===== src/rtl/serial_adder_pkg.sv =====
// ============================================================================
// serial_adder_pkg : shared types and helpers for the serial adder controller
// Rev 1.0 - initial release
// ============================================================================
`default_nettype none

package serial_adder_pkg;

  localparam int WIDTH_DEFAULT = 8;

  typedef enum logic [1:0] {
    IDLE = 2'd0,
    RUN  = 2'd1,
    DONE = 2'd2
  } state_e;

  // Counter must reach WIDTH (the value held in DONE) without wrapping.
  function automatic int cnt_width(input int w);
    return $clog2(w + 1);
  endfunction

endpackage

`default_nettype wire


===== src/rtl/serial_adder_ctrl_full_adder_cell.sv =====
// ============================================================================
// full_adder_cell : single-bit full adder used by the serial datapath
// Rev 1.0 - initial release
// ============================================================================
`default_nettype none

module full_adder_cell (
  input  logic x,
  input  logic y,
  input  logic ci,
  output logic s,
  output logic co
);

  assign s  = x ^ y ^ ci;
  assign co = (x & y) | (x & ci) | (y & ci);

endmodule

`default_nettype wire


===== src/rtl/serial_adder_ctrl.sv =====
// ============================================================================
// serial_adder_ctrl : bit-serial add/subtract, one bit per clock, LSB first
// Rev 1.0 - initial release
// ============================================================================
`default_nettype none

module serial_adder_ctrl
  import serial_adder_pkg::*;
#(
  parameter int WIDTH = WIDTH_DEFAULT
) (
  input  logic             clk,
  input  logic             rst,
  input  logic             start,
  input  logic [WIDTH-1:0] a,
  input  logic [WIDTH-1:0] b,
  input  logic             cin,
  input  logic             op_sub,
  output logic             busy,
  output logic             done,
  output logic [WIDTH-1:0] sum,
  output logic             cout,
  output logic             ovf
);

  localparam int CW = cnt_width(WIDTH);

  state_e           state_q, state_d;
  logic [WIDTH-1:0] a_q, a_d, b_q, b_d, sum_q, sum_d;
  logic [CW-1:0]    cnt_q, cnt_d;
  logic             mode_q, mode_d;
  logic             carry_q, carry_d;
  logic             cout_q, cout_d;
  logic             ovf_q, ovf_d;
  logic             fa_s, fa_co;
  logic             last_bit;

  // Subtraction is a + ~b + 1: invert b here, the +1 comes from the carry preload.
  full_adder_cell u_fa (
    .x  (a_q[0]),
    .y  (b_q[0] ^ mode_q),
    .ci (carry_q),
    .s  (fa_s),
    .co (fa_co)
  );

  assign last_bit = (cnt_q == CW'(WIDTH - 1));

  always_ff @(posedge clk or posedge rst) begin
    if (rst) begin
      state_q <= IDLE;
    end else begin
      state_q <= state_d;
    end
  end

  always_comb begin
    state_d = state_q;
    case (state_q)
      IDLE:    if (start) state_d = RUN;
      RUN:     if (last_bit) state_d = DONE;
      DONE:    state_d = IDLE;
      default: state_d = IDLE;
    endcase
  end

  always_comb begin
    busy = (state_q == RUN);
    done = (state_q == DONE);
  end

  always_comb begin
    a_d     = a_q;
    b_d     = b_q;
    sum_d   = sum_q;
    cnt_d   = cnt_q;
    mode_d  = mode_q;
    carry_d = carry_q;
    cout_d  = cout_q;
    ovf_d   = ovf_q;
    case (state_q)
      IDLE: begin
        if (start) begin
          a_d     = a;
          b_d     = b;
          mode_d  = op_sub;
          cnt_d   = '0;
          carry_d = op_sub ? 1'b1 : cin;
        end
      end
      RUN: begin
        sum_d   = {fa_s, sum_q[WIDTH-1:1]};
        carry_d = fa_co;
        a_d     = a_q >> 1;
        b_d     = b_q >> 1;
        cnt_d   = cnt_q + CW'(1);
        // At the MSB, carry_q is the carry into it and fa_co the carry out.
        if (last_bit) begin
          cout_d = fa_co;
          ovf_d  = carry_q ^ fa_co;
        end
      end
      default: ;
    endcase
  end

  always_ff @(posedge clk or posedge rst) begin
    if (rst) begin
      a_q     <= '0;
      b_q     <= '0;
      sum_q   <= '0;
      cnt_q   <= '0;
      mode_q  <= 1'b0;
      carry_q <= 1'b0;
      cout_q  <= 1'b0;
      ovf_q   <= 1'b0;
    end else begin
      a_q     <= a_d;
      b_q     <= b_d;
      sum_q   <= sum_d;
      cnt_q   <= cnt_d;
      mode_q  <= mode_d;
      carry_q <= carry_d;
      cout_q  <= cout_d;
      ovf_q   <= ovf_d;
    end
  end

  assign sum  = sum_q;
  assign cout = cout_q;
  assign ovf  = ovf_q;

endmodule

`default_nettype wire

===== config.mk =====
export PLATFORM = sky130hd
export DESIGN_NAME = serial_adder_ctrl
export DESIGN_NICKNAME = d
export VERILOG_FILES = /design/src/rtl/serial_adder_pkg.sv /design/src/rtl/serial_adder_ctrl_full_adder_cell.sv /design/src/rtl/serial_adder_ctrl.sv
export SDC_FILE = /design/constraint.sdc
export NUM_CORES = 1
export LEC_CHECK = 0
export BUFFER_PORTS_ARGS = -buffer_cell sky130_fd_sc_hd__buf_2
export CAP_MARGIN = 20
export CORE_MARGIN = 2
export CORE_UTILIZATION = 25
export CTS_CLUSTER_SIZE = 24
export DETAILED_ROUTE_END_ITERATION = 12
export PLACE_DENSITY = 0.4
export SYNTH_ARGS = -nofsm -noshare
export SYNTH_HDL_FRONTEND = slang
export SYNTH_SLANG_ARGS = --single-unit

===== constraint.sdc =====
create_clock -name clk -period 4.49 [get_ports clk]
set_clock_uncertainty 0.15 [all_clocks]
set_input_delay 0.449 -clock clk [delete_from_list [all_inputs] [get_ports clk]]
set_output_delay 0.449 -clock clk [all_outputs]
set_load 0.005 [all_outputs]

==> impl_results.rst <==
.. list-table::
   :header-rows: 1

   * - Metric
     - Value
   * - Result of the run
     - finished clean
   * - Post-route fraction of the period consumed by the critical path
     - 55.8%
   * - Type of element capturing the critical path
     - output port
   * - Number of setup violations in the final report
     - 0
   * - Biggest cell delay along the critical path
     - a little under 1 ns
   * - CTS tree
     - yes
   * - Count of placed standard cells in the final layout, fillers left out
     - around 260
   * - Tightest slew margin relative to the limit
     - a little over a third
   * - Power Dens Cells
     - 603 mW/mm2
   * - Max Clock Freq
     - ~0.4 GHz
   * - I/O pin count
     - 33
   * - Kind of critical path
     - flop to output port
   * - Post-detailed-route via-to-cell ratio
     - 4.58
   * - Total Neg Setup Slack
     - 0 ns
   * - Number of port buffers
     - 32
   * - Share of post-route cells with drive strength above 1
     - a little over a third
   * - Top Family by Delay on Critical Path
     - flip-flops
   * - Layout net count
     - 204
   * - Count of different cell masters after synthesis
     - 33
   * - Share of async-settable or async-resettable flops after synthesis
     - 100%
   * - Inserted Clock Buffers
     - 5
   * - CTS H-tree depth
     - 2
   * - Final Hold Viols
     - 0
   * - Buffers from clock root to sink, at most
     - 2
   * - Met2 WL post-DR
     - roughly 1.7 mm
   * - Fin crit period
     - 2.51 ns
   * - Antenna cell count
     - 0
   * - Site row count
     - 29
   * - Chip Height
     - 85.2 um
   * - WHS
     - ~0.11 ns
   * - Area of the die
     - between 0.007 and 0.008 mm2
   * - Setup bufs post-CTS
     - 0
   * - Required @ worst endpoint
     - approximately 3.9 ns
   * - Worst endpoint data arrival time
     - 1.91 ns
   * - Yosys top cell area share
     - approximately half
   * - Main flop type after synthesis
     - sky130_fd_sc_hd__dfrtp_1
   * - Highest-delay cell along the critical path
     - sky130_fd_sc_hd__dfrtp_1
   * - Total of flip-flops plus latches after synthesis
     - 34
   * - Pins over their slew limit
     - 0
   * - Max rail drop VDD
     - around 190 uV
   * - Vias in the first global route
     - between 1000 and 1500
   * - Routability-driven placement congestion ratio
     - around 0.7
   * - Count of antenna-violating nets left after detailed routing
     - 0
   * - Clock sink count
     - 34
   * - Cell count after placement
     - about 250
   * - DRC viols
     - 0
   * - Ys Warns
     - 0
   * - Via count of the routed design
     - ~1200
   * - CTS Root Buffer Type
     - sky130_fd_sc_hd__clkbuf_8
   * - Wire length of the first global-routing pass
     - 5.96 mm
   * - Total routing resource utilization after global routing
     - 10.3%
   * - Ordered list of cells on the worst path
     - nand2b_4, inv_2, buf_2
   * - RSZ-0062 raised after global routing
     - false
   * - Post-CTS clock slew at the launch and capture registers of the worst setup and hold paths
     - 0.06 ns
   * - Top post-synthesis cells by area
     - sky130_fd_sc_hd__dfrtp_1 52%, sky130_fd_sc_hd__nand2_1 8.9%, sky130_fd_sc_hd__a22oi_2 7.6%
   * - Post-Syn Area
     - around 0.0016 mm2
   * - Static Leak
     - between 0.0008 and 0.0009 uW
   * - Worst skew pair latency
     - 0.28 ns
   * - Uppermost metal layer occupied by signal nets
     - met4
   * - DRC marker count from the first detailed-route iteration
     - 43
   * - Transition time at the pin with the least slew margin
     - 0.973 ns
   * - Max-cap viol count
     - 0
   * - Total length of routed met3 wires
     - about 170 um
   * - Wire length on met1
     - approximately 1.5 mm
   * - Pin count of the biggest net entering global routing
     - 35
   * - Number of antenna violations at the first check in global routing
     - 0
   * - 1st-pass router iterations
     - 4
   * - Total half-perimeter wirelength after legalization and detailed placement
     - about 2.3 mm
   * - Final global-route overflow total
     - 0
   * - Most common cell in the netlist
     - sky130_fd_sc_hd__nand2_1
   * - Synthesized area per cell
     - between 10 and 15 um2
   * - Top cells by instance count after synthesis
     - 39 x sky130_fd_sc_hd__nand2_1, 34 x sky130_fd_sc_hd__dfrtp_1, 10 x sky130_fd_sc_hd__a22oi_2
   * - Post-synthesis sequential area ratio
     - about 52%
   * - Type of origin of the critical path
     - flop
   * - Hold buffer count at CTS
     - 0
   * - Layout area overhead
     - 16.9%
   * - Horizontal extent of the die
     - between 80 and 90 um
   * - Number of enable flip-flop cells after synthesis
     - 0
   * - Core ar.
     - about 0.0063 mm2
   * - Drt wl/cell
     - ~13 um
   * - Gate Count Post-Synth
     - between 100 and 150
   * - Total routed wirelength
     - 3.44 mm
   * - Hold Path Class
     - input pin to async pin
   * - Critical path peak fanout
     - 22
   * - Number of nets produced by synthesis
     - roughly 170
   * - Initial Utilization
     - around a quarter
   * - Crit path buffers/inverters
     - 2
   * - Total of cells resized after clock tree synthesis
     - 0
   * - Dominant cell type by area after synthesis
     - sky130_fd_sc_hd__dfrtp_1
[routing by layer]
layer | GRT usage (%) | vias to the layer above
met5 | 0 | -
met4 | 3.90 | 0
li1 | - | 576
met2 | 17.6 | 27
met1 | 12.1 | 572
met3 | 3.31 | 6
[cell usage in the layout, fill, tap and decap left out]
cell type and count:
sky130_fd_sc_hd__a22oi_2 10, sky130_fd_sc_hd__nand2b_4 1, sky130_fd_sc_hd__buf_4 2, sky130_fd_sc_hd__dfrtp_1 34, sky130_fd_sc_hd__inv_2 1, sky130_fd_sc_hd__mux2i_1 1
sky130_fd_sc_hd__a21oi_1 2, sky130_fd_sc_hd__o21ai_2 9, sky130_fd_sc_hd__o22a_1 1, sky130_fd_sc_hd__fa_1 1, sky130_fd_sc_hd__nor3b_2 1, sky130_fd_sc_hd__nor2b_4 1
sky130_fd_sc_hd__a41oi_1 1, sky130_fd_sc_hd__clkbuf_1 2, sky130_fd_sc_hd__nor2_1 5, sky130_fd_sc_hd__and2b_1 1, sky130_fd_sc_hd__o21bai_4 1, sky130_fd_sc_hd__mux2_1 2
sky130_fd_sc_hd__clkbuf_8 5, sky130_fd_sc_hd__inv_1 5, sky130_fd_sc_hd__nand3_1 1, sky130_fd_sc_hd__mux2_2 1, sky130_fd_sc_hd__a31oi_1 2, sky130_fd_sc_hd__nand2_1 39
sky130_fd_sc_hd__nor3_4 1, sky130_fd_sc_hd__xnor2_1 2, sky130_fd_sc_hd__a22o_1 3, sky130_fd_sc_hd__o22ai_2 1, sky130_fd_sc_hd__nor4b_1 1, sky130_fd_sc_hd__ha_1 1
sky130_fd_sc_hd__o21ai_0 7, sky130_fd_sc_hd__a22oi_1 4, sky130_fd_sc_hd__buf_2 32
[power breakdown]
group          leakage (uW)  total [uW]  internal, uW  switching [uW]
Combinational      0.000396         421           203             218
Sequential         0.000434         531           428             103
Clock             0.0000383         208           107             102
[worst reg2reg max path, delay by kind of cell, from the launching register on]
family | cells | cell delay, ns
AOI/OAI and AO/OA | 2 | 0.30
and+or+nand+nor | 1 | 0.38
buffers and inverters | 1 | 0.12
DFF | 1 | 0.98
[cells by family after synthesis]
kind of cell	Yosys count	share of synthesized area [%]
XOR/XNOR	2	1.06
AND/OR/NAND/NOR	51	14.7
flip-flops	34	51.7
adder cells (fa/ha/maj)	2	1.98
buffers and inverters	14	5.62
multiplexers	4	2.66
AO/OA/AOI/OAI	41	22.3
[stage by stage]
step | util, % | total power, uW | cell area [um2] | setup slack [ns]
2_1_floorplan | - | 848 | 1650 | 2.90
3_3_place_gp | 29.1 | 962 | 1850 | 2.30
3_5_place_dp | 29.1 | 976 | 1850 | 2.26
4_1_cts | 30.3 | 1190 | 1920 | 1.94
5_1_grt | 30.3 | 1270 | 1920 | 1.82
6_report | 30.3 | 1160 | 1920 | 1.98
[flip-flops by register name, indices dropped and copies added, names as in the netlist]
signal   count
cnt_q        4
carry_q      1
ovf          1
a_q          8
mode_q       1
cout         1
b_q          8
state_q      2
sum          8
[final timing paths]
path,start,end,slack [ns],cells after the start
max in group asynchronous,rst,b_q[6],3.76,3
worst max-delay path,state_q[1],busy,1.98,3
worst min-delay path,rst,sum[0],0.11,3
worst min register to register,ovf,ovf,0.34,1
min in group clk,b[7],b_q[7],0.23,2
worst max register to register,state_q[1],cnt_q[3],2.43,4
[cell type report]
class	count	area, um2
clock buffers	7	76.3
fillers	671	4430
inverters	6	22.5
multi-input cells	100	703
flip-flops and latches	34	851
well taps	77	96.3
repair buffers	34	175
Note: power is estimated with default switching activity, not from simulation.
